File: config.mk
export PLATFORM = sky130hd
export DESIGN_NAME = pipe_hazard_ctrl_flat
export DESIGN_NICKNAME = d
export VERILOG_FILES = /design/src/rtl/pipe_hazard_ctrl_if.sv /design/src/rtl/pipe_hazard_ctrl.sv /design/src/flat_wrapper.sv
export SDC_FILE = /design/constraint.sdc
export NUM_CORES = 1
export LEC_CHECK = 0
export ABC_AREA = 1
export ABC_CLOCK_PERIOD_IN_PS = 6250
export CAP_MARGIN = 20
export CORE_ASPECT_RATIO = 0.5
export CORE_MARGIN = 4
export CORE_UTILIZATION = 56
export DETAILED_ROUTE_END_ITERATION = 16
export PLACE_DENSITY_LB_ADDON = 0.05
export SYNTH_ARGS = -nofsm -noshare
export SYNTH_HDL_FRONTEND = slang
export SYNTH_SLANG_ARGS = --single-unit
export TNS_END_PERCENT = 100
File: constraint.sdc
create_clock -name clock -period 6.25 [get_ports clock]
set_input_delay 1.25 -clock clock [delete_from_list [all_inputs] [get_ports clock]]
set_output_delay 1.25 -clock clock [all_outputs]
set_load 0.005 [all_outputs]
File: src/rtl/pipe_hazard_ctrl_if.sv
`default_nettype none
// ----------------------------------------------------------------------------
// Module   : pipe_hazard_ctrl_if
// Brief    : Hazard-controller bundle: stage status in, hold/bubble/redirect out.
// Revision : 1.0
// ----------------------------------------------------------------------------
interface pipe_hazard_ctrl_if #(
  parameter int CNT_W = 32
);
  logic             if_busy;
  logic             mem_busy;
  logic             ex_busy;
  logic             load_stall;
  logic             error_pre;
  logic [1:0]       jumptype;
  logic             fence_i;
  logic [2:0]       down_valid;
  logic             inv_done;

  logic             stall_pc;
  logic             stall_ifid;
  logic             stall_idex;
  logic             stall_exmem;
  logic             bubble_ifid;
  logic             bubble_idex;
  logic             bubble_exmem;
  logic             bubble_memwb;
  logic             redirect;
  logic             fence_resume;
  logic             icache_inv;
  logic [1:0]       ctrl_state;
  logic [CNT_W-1:0] cnt_stall;
  logic [CNT_W-1:0] cnt_branch;
  logic [CNT_W-1:0] cnt_mispred;

  modport master (
    output if_busy, mem_busy, ex_busy, load_stall, error_pre, jumptype,
           fence_i, down_valid, inv_done,
    input  stall_pc, stall_ifid, stall_idex, stall_exmem,
           bubble_ifid, bubble_idex, bubble_exmem, bubble_memwb,
           redirect, fence_resume, icache_inv, ctrl_state,
           cnt_stall, cnt_branch, cnt_mispred
  );

  modport slave (
    input  if_busy, mem_busy, ex_busy, load_stall, error_pre, jumptype,
           fence_i, down_valid, inv_done,
    output stall_pc, stall_ifid, stall_idex, stall_exmem,
           bubble_ifid, bubble_idex, bubble_exmem, bubble_memwb,
           redirect, fence_resume, icache_inv, ctrl_state,
           cnt_stall, cnt_branch, cnt_mispred
  );
endinterface
`default_nettype wire

File: src/rtl/pipe_hazard_ctrl.sv
`default_nettype none
// ----------------------------------------------------------------------------
// Module   : pipe_hazard_ctrl
// Brief    : Stall/flush/redirect scheduler for a 5-stage in-order pipeline.
// Revision : 1.0
// ----------------------------------------------------------------------------
module pipe_hazard_ctrl #(
  parameter int CNT_W = 32
) (
  input  wire logic            clock,
  input  wire logic            reset,
  pipe_hazard_ctrl_if.slave    bus
);

  typedef enum logic [1:0] {
    ST_RUN     = 2'd0,
    ST_DISCARD = 2'd1,
    ST_DRAIN   = 2'd2,
    ST_INV     = 2'd3
  } state_t;

  localparam logic [CNT_W-1:0] c_ONE = {{(CNT_W-1){1'b0}}, 1'b1};

  state_t r_state;
  state_t w_next;

  logic w_stall_pc;
  logic w_stall_ifid;
  logic w_stall_idex;
  logic w_stall_exmem;
  logic w_bubble_ifid;
  logic w_bubble_idex;
  logic w_bubble_exmem;
  logic w_bubble_memwb;
  logic w_redirect;
  logic w_fence_resume;
  logic w_icache_inv;

  logic [CNT_W-1:0] r_cnt_stall;
  logic [CNT_W-1:0] r_cnt_branch;
  logic [CNT_W-1:0] r_cnt_mispred;

  always_ff @(posedge clock or posedge reset) begin
    if (reset) begin
      r_state <= ST_RUN;
    end else begin
      r_state <= w_next;
    end
  end

  always_comb begin
    w_next         = r_state;
    w_stall_pc     = 1'b0;
    w_stall_ifid   = 1'b0;
    w_stall_idex   = 1'b0;
    w_stall_exmem  = 1'b0;
    w_bubble_ifid  = 1'b0;
    w_bubble_idex  = 1'b0;
    w_bubble_exmem = 1'b0;
    w_bubble_memwb = 1'b0;
    w_redirect     = 1'b0;
    w_fence_resume = 1'b0;
    w_icache_inv   = 1'b0;

    case (r_state)
      ST_RUN: begin
        if (bus.mem_busy) begin
          w_stall_pc     = 1'b1;
          w_stall_ifid   = 1'b1;
          w_stall_idex   = 1'b1;
          w_stall_exmem  = 1'b1;
          w_bubble_memwb = 1'b1;
        end else if (bus.ex_busy) begin
          w_stall_pc     = 1'b1;
          w_stall_ifid   = 1'b1;
          w_stall_idex   = 1'b1;
          w_bubble_exmem = 1'b1;
        end else if (bus.load_stall) begin
          // Branch operands are stale behind a load-use hazard; mispredict waits.
          w_stall_pc    = 1'b1;
          w_stall_ifid  = 1'b1;
          w_bubble_idex = 1'b1;
        end else if (bus.fence_i) begin
          w_stall_pc    = 1'b1;
          w_stall_ifid  = 1'b1;
          w_bubble_idex = 1'b1;
          w_next        = ST_DRAIN;
        end else if (bus.error_pre) begin
          w_redirect    = 1'b1;
          w_bubble_ifid = 1'b1;
          if (bus.if_busy) begin
            w_next = ST_DISCARD;
          end
        end else if (bus.if_busy) begin
          w_stall_pc    = 1'b1;
          w_bubble_ifid = 1'b1;
        end
      end

      ST_DISCARD: begin
        // The in-flight fetch is wrong-path: IF/ID is bubbled, never held.
        w_stall_pc    = 1'b1;
        w_bubble_ifid = 1'b1;
        if (bus.mem_busy) begin
          w_stall_idex   = 1'b1;
          w_stall_exmem  = 1'b1;
          w_bubble_memwb = 1'b1;
        end else if (bus.ex_busy) begin
          w_stall_idex   = 1'b1;
          w_bubble_exmem = 1'b1;
        end
        if (!bus.if_busy) begin
          w_next = ST_RUN;
        end
      end

      ST_DRAIN: begin
        w_stall_pc   = 1'b1;
        w_stall_ifid = 1'b1;
        if (bus.mem_busy) begin
          w_stall_idex   = 1'b1;
          w_stall_exmem  = 1'b1;
          w_bubble_memwb = 1'b1;
        end else if (bus.ex_busy) begin
          w_stall_idex   = 1'b1;
          w_bubble_exmem = 1'b1;
        end else begin
          w_bubble_idex = 1'b1;
        end
        if (bus.down_valid == 3'b000) begin
          w_next = ST_INV;
        end
      end

      ST_INV: begin
        w_icache_inv = 1'b1;
        if (bus.inv_done) begin
          w_fence_resume = 1'b1;
          w_bubble_ifid  = 1'b1;
          w_next         = ST_RUN;
        end else begin
          w_stall_pc    = 1'b1;
          w_stall_ifid  = 1'b1;
          w_bubble_idex = 1'b1;
        end
      end

      default: begin
        w_next = ST_RUN;
      end
    endcase
  end

  always_ff @(posedge clock or posedge reset) begin
    if (reset) begin
      r_cnt_stall   <= '0;
      r_cnt_branch  <= '0;
      r_cnt_mispred <= '0;
    end else begin
      if (w_stall_pc) begin
        r_cnt_stall <= r_cnt_stall + c_ONE;
      end
      if ((r_state == ST_RUN) && (bus.jumptype != 2'b00) && !w_stall_ifid) begin
        r_cnt_branch <= r_cnt_branch + c_ONE;
      end
      if ((r_state == ST_RUN) && w_redirect) begin
        r_cnt_mispred <= r_cnt_mispred + c_ONE;
      end
    end
  end

  assign bus.stall_pc     = w_stall_pc     & ~reset;
  assign bus.stall_ifid   = w_stall_ifid   & ~reset;
  assign bus.stall_idex   = w_stall_idex   & ~reset;
  assign bus.stall_exmem  = w_stall_exmem  & ~reset;
  assign bus.bubble_ifid  = w_bubble_ifid  & ~reset;
  assign bus.bubble_idex  = w_bubble_idex  & ~reset;
  assign bus.bubble_exmem = w_bubble_exmem & ~reset;
  assign bus.bubble_memwb = w_bubble_memwb & ~reset;
  assign bus.redirect     = w_redirect     & ~reset;
  assign bus.fence_resume = w_fence_resume & ~reset;
  assign bus.icache_inv   = w_icache_inv   & ~reset;
  assign bus.ctrl_state   = r_state;
  assign bus.cnt_stall    = r_cnt_stall;
  assign bus.cnt_branch   = r_cnt_branch;
  assign bus.cnt_mispred  = r_cnt_mispred;

endmodule
`default_nettype wire

File: src/flat_wrapper.sv
// flat-port wrapper written by rule: the top's interface ports become plain ports
module pipe_hazard_ctrl_flat 
#(
  parameter int CNT_W = 32
)
  (clock, reset, bus_if_busy, bus_mem_busy, bus_ex_busy, bus_load_stall, bus_error_pre, bus_jumptype, bus_fence_i, bus_down_valid, bus_inv_done, bus_stall_pc, bus_stall_ifid, bus_stall_idex, bus_stall_exmem, bus_bubble_ifid, bus_bubble_idex, bus_bubble_exmem, bus_bubble_memwb, bus_redirect, bus_fence_resume, bus_icache_inv, bus_ctrl_state, bus_cnt_stall, bus_cnt_branch, bus_cnt_mispred);
  pipe_hazard_ctrl_if #(.CNT_W(CNT_W)) bus_i ();
  input  wire logic clock;
  input  wire logic reset;
  input wire logic [$bits(bus_i.if_busy)-1:0] bus_if_busy;
  input wire logic [$bits(bus_i.mem_busy)-1:0] bus_mem_busy;
  input wire logic [$bits(bus_i.ex_busy)-1:0] bus_ex_busy;
  input wire logic [$bits(bus_i.load_stall)-1:0] bus_load_stall;
  input wire logic [$bits(bus_i.error_pre)-1:0] bus_error_pre;
  input wire logic [$bits(bus_i.jumptype)-1:0] bus_jumptype;
  input wire logic [$bits(bus_i.fence_i)-1:0] bus_fence_i;
  input wire logic [$bits(bus_i.down_valid)-1:0] bus_down_valid;
  input wire logic [$bits(bus_i.inv_done)-1:0] bus_inv_done;
  output wire logic [$bits(bus_i.stall_pc)-1:0] bus_stall_pc;
  output wire logic [$bits(bus_i.stall_ifid)-1:0] bus_stall_ifid;
  output wire logic [$bits(bus_i.stall_idex)-1:0] bus_stall_idex;
  output wire logic [$bits(bus_i.stall_exmem)-1:0] bus_stall_exmem;
  output wire logic [$bits(bus_i.bubble_ifid)-1:0] bus_bubble_ifid;
  output wire logic [$bits(bus_i.bubble_idex)-1:0] bus_bubble_idex;
  output wire logic [$bits(bus_i.bubble_exmem)-1:0] bus_bubble_exmem;
  output wire logic [$bits(bus_i.bubble_memwb)-1:0] bus_bubble_memwb;
  output wire logic [$bits(bus_i.redirect)-1:0] bus_redirect;
  output wire logic [$bits(bus_i.fence_resume)-1:0] bus_fence_resume;
  output wire logic [$bits(bus_i.icache_inv)-1:0] bus_icache_inv;
  output wire logic [$bits(bus_i.ctrl_state)-1:0] bus_ctrl_state;
  output wire logic [$bits(bus_i.cnt_stall)-1:0] bus_cnt_stall;
  output wire logic [$bits(bus_i.cnt_branch)-1:0] bus_cnt_branch;
  output wire logic [$bits(bus_i.cnt_mispred)-1:0] bus_cnt_mispred;
  assign bus_i.if_busy = bus_if_busy;
  assign bus_i.mem_busy = bus_mem_busy;
  assign bus_i.ex_busy = bus_ex_busy;
  assign bus_i.load_stall = bus_load_stall;
  assign bus_i.error_pre = bus_error_pre;
  assign bus_i.jumptype = bus_jumptype;
  assign bus_i.fence_i = bus_fence_i;
  assign bus_i.down_valid = bus_down_valid;
  assign bus_i.inv_done = bus_inv_done;
  assign bus_stall_pc = bus_i.stall_pc;
  assign bus_stall_ifid = bus_i.stall_ifid;
  assign bus_stall_idex = bus_i.stall_idex;
  assign bus_stall_exmem = bus_i.stall_exmem;
  assign bus_bubble_ifid = bus_i.bubble_ifid;
  assign bus_bubble_idex = bus_i.bubble_idex;
  assign bus_bubble_exmem = bus_i.bubble_exmem;
  assign bus_bubble_memwb = bus_i.bubble_memwb;
  assign bus_redirect = bus_i.redirect;
  assign bus_fence_resume = bus_i.fence_resume;
  assign bus_icache_inv = bus_i.icache_inv;
  assign bus_ctrl_state = bus_i.ctrl_state;
  assign bus_cnt_stall = bus_i.cnt_stall;
  assign bus_cnt_branch = bus_i.cnt_branch;
  assign bus_cnt_mispred = bus_i.cnt_mispred;
  pipe_hazard_ctrl #(.CNT_W(CNT_W)) u_core (.clock(clock), .reset(reset), .bus(bus_i));
endmodule
# Yosys cells after proc, flatten, opt, wreduce, memory -nomap -nowiden
# Cells that the tools add are included.
totals:
  out_inout_bits: 109
  register_bits: 98
  elab_cells: 89
  in_bits: 14
op_classes:
  bitwise_logic: 11
  muxes: 50
  eq_ne: 11
  n_addsub: 3
  reduce_logical: 10
ops:
  columns: ["cell", "count"]
  rows:
  - ["32-bit by 1-bit adder with 32-bit output, second input constant", 3]
  - ["1-bit 2-to-1 mux", 36]
  - ["2-bit 2-to-1 mux", 9]
  - ["1-bit case mux with 3 select lines", 4]
  - ["1-bit AND", 10]
  - ["2-bit inequality test, second input constant", 5]
  - ["2-bit case mux with 4 select lines", 1]
  - ["8-bit AND reduction", 1]
  - ["3-bit inequality test, second input constant", 2]
  - ["2-bit equality test, second input constant", 2]
  - ["1-bit logical AND", 3]
  - ["3-bit logical NOT", 1]
  - ["3-bit OR reduction", 1]
  - ["2-bit by 1-bit equality test with 1-bit output, second input constant", 1]
  - ["2-bit logical NOT", 1]
  - ["2-bit by 1-bit inequality test with 1-bit output, second input constant", 1]
  - ["2-bit nonzero test", 1]
  - ["2-bit OR reduction", 1]
  - ["1-bit logical NOT", 1]
  - ["1-bit inverter", 1]

# Depth between registers and ports, before layout
logic_depth:
  depth_word: 8
  depth_mapped: 11

# Least setup slack after synthesis
# OpenSTA, ideal clock, no wires.
synth_path:
  path_type: "input -> output"
  startpoint: "in reset"
  endpoint: "out bus_bubble_idex"
  slack_ps: 1278
  n_path_buf: 0
  stages: 3
  arrival_ps: 3722
  t_required_ps: 5000
  path_cell_list: "inv_1 > nand2_1 > a221oi_1"
synth_between:
  elab_chain_len: 2
synth_lines:
  columns: ["item", "line_no", "text"]
  rows:
  - ["from (decl)", "flat_wrapper.sv:9", "input wire logic reset;"]
  - ["1-bit inverter", "pipe_hazard_ctrl.sv:177", "assign bus.bubble_idex = w_bubble_idex & ~reset;"]
  - ["1-bit AND", "pipe_hazard_ctrl.sv:177", null]
  - ["to (decl)", "flat_wrapper.sv:24", "output wire logic [$bits(bus_i.bubble_idex)-1:0] bus_bubble_idex;"]
# No other way between the ends.

# Final worst setup path
layout_path:
  startpoint: "in bus_error_pre"
  endpoint: "out bus_stall_pc"
layout_between:
  elab_chain_len: 7
layout_lines:
  columns: ["item", "line_no", "text"]
  rows:
  - ["from (decl)", "flat_wrapper.sv:14", "input wire logic [$bits(bus_i.error_pre)-1:0] bus_error_pre;"]
  - ["1-bit 2-to-1 mux", "pipe_hazard_ctrl.sv:88", "end else if (bus.error_pre) begin"]
  - ["1-bit 2-to-1 mux", "pipe_hazard_ctrl.sv:83", "end else if (bus.fence_i) begin"]
  - ["1-bit 2-to-1 mux", "pipe_hazard_ctrl.sv:78", "end else if (bus.load_stall) begin"]
  - ["1-bit 2-to-1 mux", "pipe_hazard_ctrl.sv:73", "end else if (bus.ex_busy) begin"]
  - ["1-bit 2-to-1 mux", "pipe_hazard_ctrl.sv:67", "if (bus.mem_busy) begin"]
  - ["1-bit case mux with 3 select lines", "pipe_hazard_ctrl.sv:65", "case (r_state)"]
  - ["1-bit AND", "pipe_hazard_ctrl.sv:172", "assign bus.stall_pc = w_stall_pc & ~reset;"]
  - ["to (decl)", "flat_wrapper.sv:19", "output wire logic [$bits(bus_i.stall_pc)-1:0] bus_stall_pc;"]
# No other way between the ends.

==> results.toml <==
[setup_path]
worstPathMaxFanout = 22
crit_buf_inv = 3
crit_type = "in -> out"
critPathLaunchType = "input port"
slowest_delay_ns = 0.53
end_kind = "primary output"
cp_slowest_cell = "clkdlybuf4s50_1"
required_ns = 5.00
cp.arrival_ns = 3.30
worstPathCellList = "clkdlybuf4s50_1 > inv_1 > nand2_1 > nand4_1 > nand2_1 > nor2_1 > clkdlybuf4s50_1"
crit_family = "buffers and inverters"

[global_route]
grt_antenna_before_repair = 0
overflow = 0
grt_max_degree = 56
grtUsageTotal = 0.255
first_global_vias = 5758
grt_pass1_wl_mm = 26.2

[sta]
setup_viol = 0
skew_ns = 0.0126
fin_crit_sh = 0.728
rsz0062_at_grt = "false"
tns_ns = 0
worst_pin_slew_ns = 0.827
drv_slew = 0
holdWs_ns = 0.500
fmax_mhz = 220
period_minus_slack_ns = 4.55
hold_viol = 0
max_slew_margin = 0.447

[logic_synthesis]
synth-seq-cells = 98
avgSynthCellArea_um2 = 6.91
synth_top_flop_cell = "dfrtp_1"
async_reset_ff_frac = 1.00
yosysSeqAreaShare = 0.412
syn_nets = 884
netlist_area_um2 = 5950
synth_edf_count = 0
syn_inst = 861
yosysUniqueCellTypes = 29
ys_warn_count = 0

[power_and_ir_drop]
vdd_drop_max_v = 0.000147
power_density_nw_per_um2 = 275
power.leakage_nw = 3.40

[clock_tree]
postCtsSetupRepairBufs = 0
clock-sinks = 98
cts_tree = "yes"
cts-root-buf = "clkbuf_16"
hold_buffers = 0
ctsResizeCount = 0
cts_buffers = 9
insertion_delay_ns = 0.35
path_clk_slew_ns = 0.06
cts_max_level = 3
ctsLongestPathBuffers = 2

[finish]
seq_area_um2 = 2450
syn_to_final_growth_pct = 28.5
fill_cells = 820
mostFrequentLayoutCells = "nand2_1, nor2_1, clkdlybuf4s50_1, dfrtp_1, inv_1"
final_common_cell = "nand2_1"
multi_input_area_um2 = 3090
layout-drive-gt1-share = 0.0333
n_antenna_cell = 0
fin_nets = 1009

[placement]
io_buffers = 122
place_hpwl_mm = 11.4
gp_congestion = 0.901

[drt]
drtIter0Drc = 320
vias = 5852
drt-total-wl_mm = 15.3
drc = 0
first_pass_iters = 4
routedWlPerCell_um = 13.5
ant_nets = 0
vias_per_cell = 5.17

[floorplan]
die_area_um2 = 12400
ios = 123
fp-row-count = 26
start_util = 0.579
die_h_um = 80.9
die_x_um = 154
core_area_um2 = 10300

[hold_path]
worstHoldPathType = "reg -> reg"

[status]
status = "complete, no violations"

[flow_run]
maxCapViolations = 0
[synth_stat cells, types with 2 or more instances]
cell type | instances | area share
nand2_1 | 337 | 0.21
nor2_1 | 136 | 0.086
dfrtp_1 | 98 | 0.41
inv_1 | 91 | 0.057
nand3_1 | 43 | 0.036
xor2_1 | 24 | 0.035
nand3b_1 | 23 | 0.029
o21ai_0 | 20 | 0.017
nand4_1 | 19 | 0.020
xnor2_1 | 14 | 0.021
nor3_1 | 11 | 0.0093
ha_1 | 9 | 0.019
nor2_4 | 7 | 0.013
buf_2 | 6 | 0.0050
a21oi_1 | 5 | 0.0042
buf_4 | 3 | 0.0038
nand2_2 | 2 | 0.0021
or2_2 | 2 | 0.0021
[worst paths after layout]
check | from | endpoint | slack (ns) | cells past startpoint
hold / removal | u_core.bus.cnt_branch[31] | u_core.bus.cnt_branch[31] | 0.50 | 2
setup / recovery | bus_error_pre | bus_stall_pc | 1.70 | 7
setup reg to reg | u_core.bus.ctrl_state[1] | u_core.bus.cnt_stall[15] | 3.63 | 9
max in group asynchronous | reset | u_core.bus.cnt_stall[22] | 3.60 | 3
hold reg to reg | u_core.bus.cnt_branch[31] | u_core.bus.cnt_branch[31] | 0.50 | 2
min in group asynchronous | reset | u_core.bus.cnt_branch[25] | 1.51 | 2
[kinds of logic after synthesis]
kind of cell	count (synthesis)	synth area share
and+or+nand+nor	584	0.418
xor gates and xnor gates	38	0.0560
AOI/OAI and AO/OA	30	0.0274
adders and majority gates	9	0.0189
DFF	98	0.412
buffers and inverters	102	0.0675
[report_power, final]
group          leakage, nW  internal, mW  switching (mW)  total (mW)
Clock                0.160         0.391           0.244       0.636
Sequential            1.29         0.708          0.0977       0.806
Combinational         1.95         0.277           0.385       0.662
Total                 3.40          1.38           0.727        2.10
[worst reg2reg max path: stages (launching register included)]
cell and delay (ns):
dfrtp_1 0.44, inv_1 0.13, ha_1 0.32, inv_2 0.08
nor2_4 0.15, nand4_1 0.10, nand2_1 0.62, inv_1 0.42
nand3b_1 0.20, nand2_1 0.06
[layer usage]
metal	vias up	routed length [µm]	track usage	part of all wire
li1	2934	-	-	-
met4	0	149	0.0546	0.0097
met5	-	0	0	0
met2	166	7780	0.472	0.51
met3	19	850	0.0575	0.056
met1	2733	6510	0.312	0.43
[flip-flops by register name, summed over array words and instances (netlist names)]
register / flops
u_core.bus.cnt_mispred: 32
u_core.bus.ctrl_state: 2
u_core.bus.cnt_branch: 32
u_core.bus.cnt_stall: 32
[metrics by stage]
| step | utilization | power [mW] | setup WS (ns) | instances | area (µm²) |
|---|---|---|---|---|---|
| detailed placement | 0.711 | 1.48 | 1.69 | 1115 | 7300 |
| global placement | 0.711 | 1.45 | 1.75 | 1115 | 7300 |
| global route | 0.743 | 2.23 | 1.51 | 1131 | 7640 |
| finish | 0.743 | 2.10 | 1.70 | 1131 | 7640 |
| CTS | 0.743 | 2.11 | 1.68 | 1131 | 7640 |
| floorplan | - | 1.21 | 1.28 | 861 | 5950 |
[cell type report]
class / instances / share of cell area
multi-input combinational: 661 / 0.405
sequential: 98 / 0.321
timing repair buffer: 124 / 0.162
inverter: 92 / 0.0455
clock buffer: 11 / 0.0305
tap: 140 / 0.0229
clock inverter: 5 / 0.0134
(Power assumes the default switching activity.)
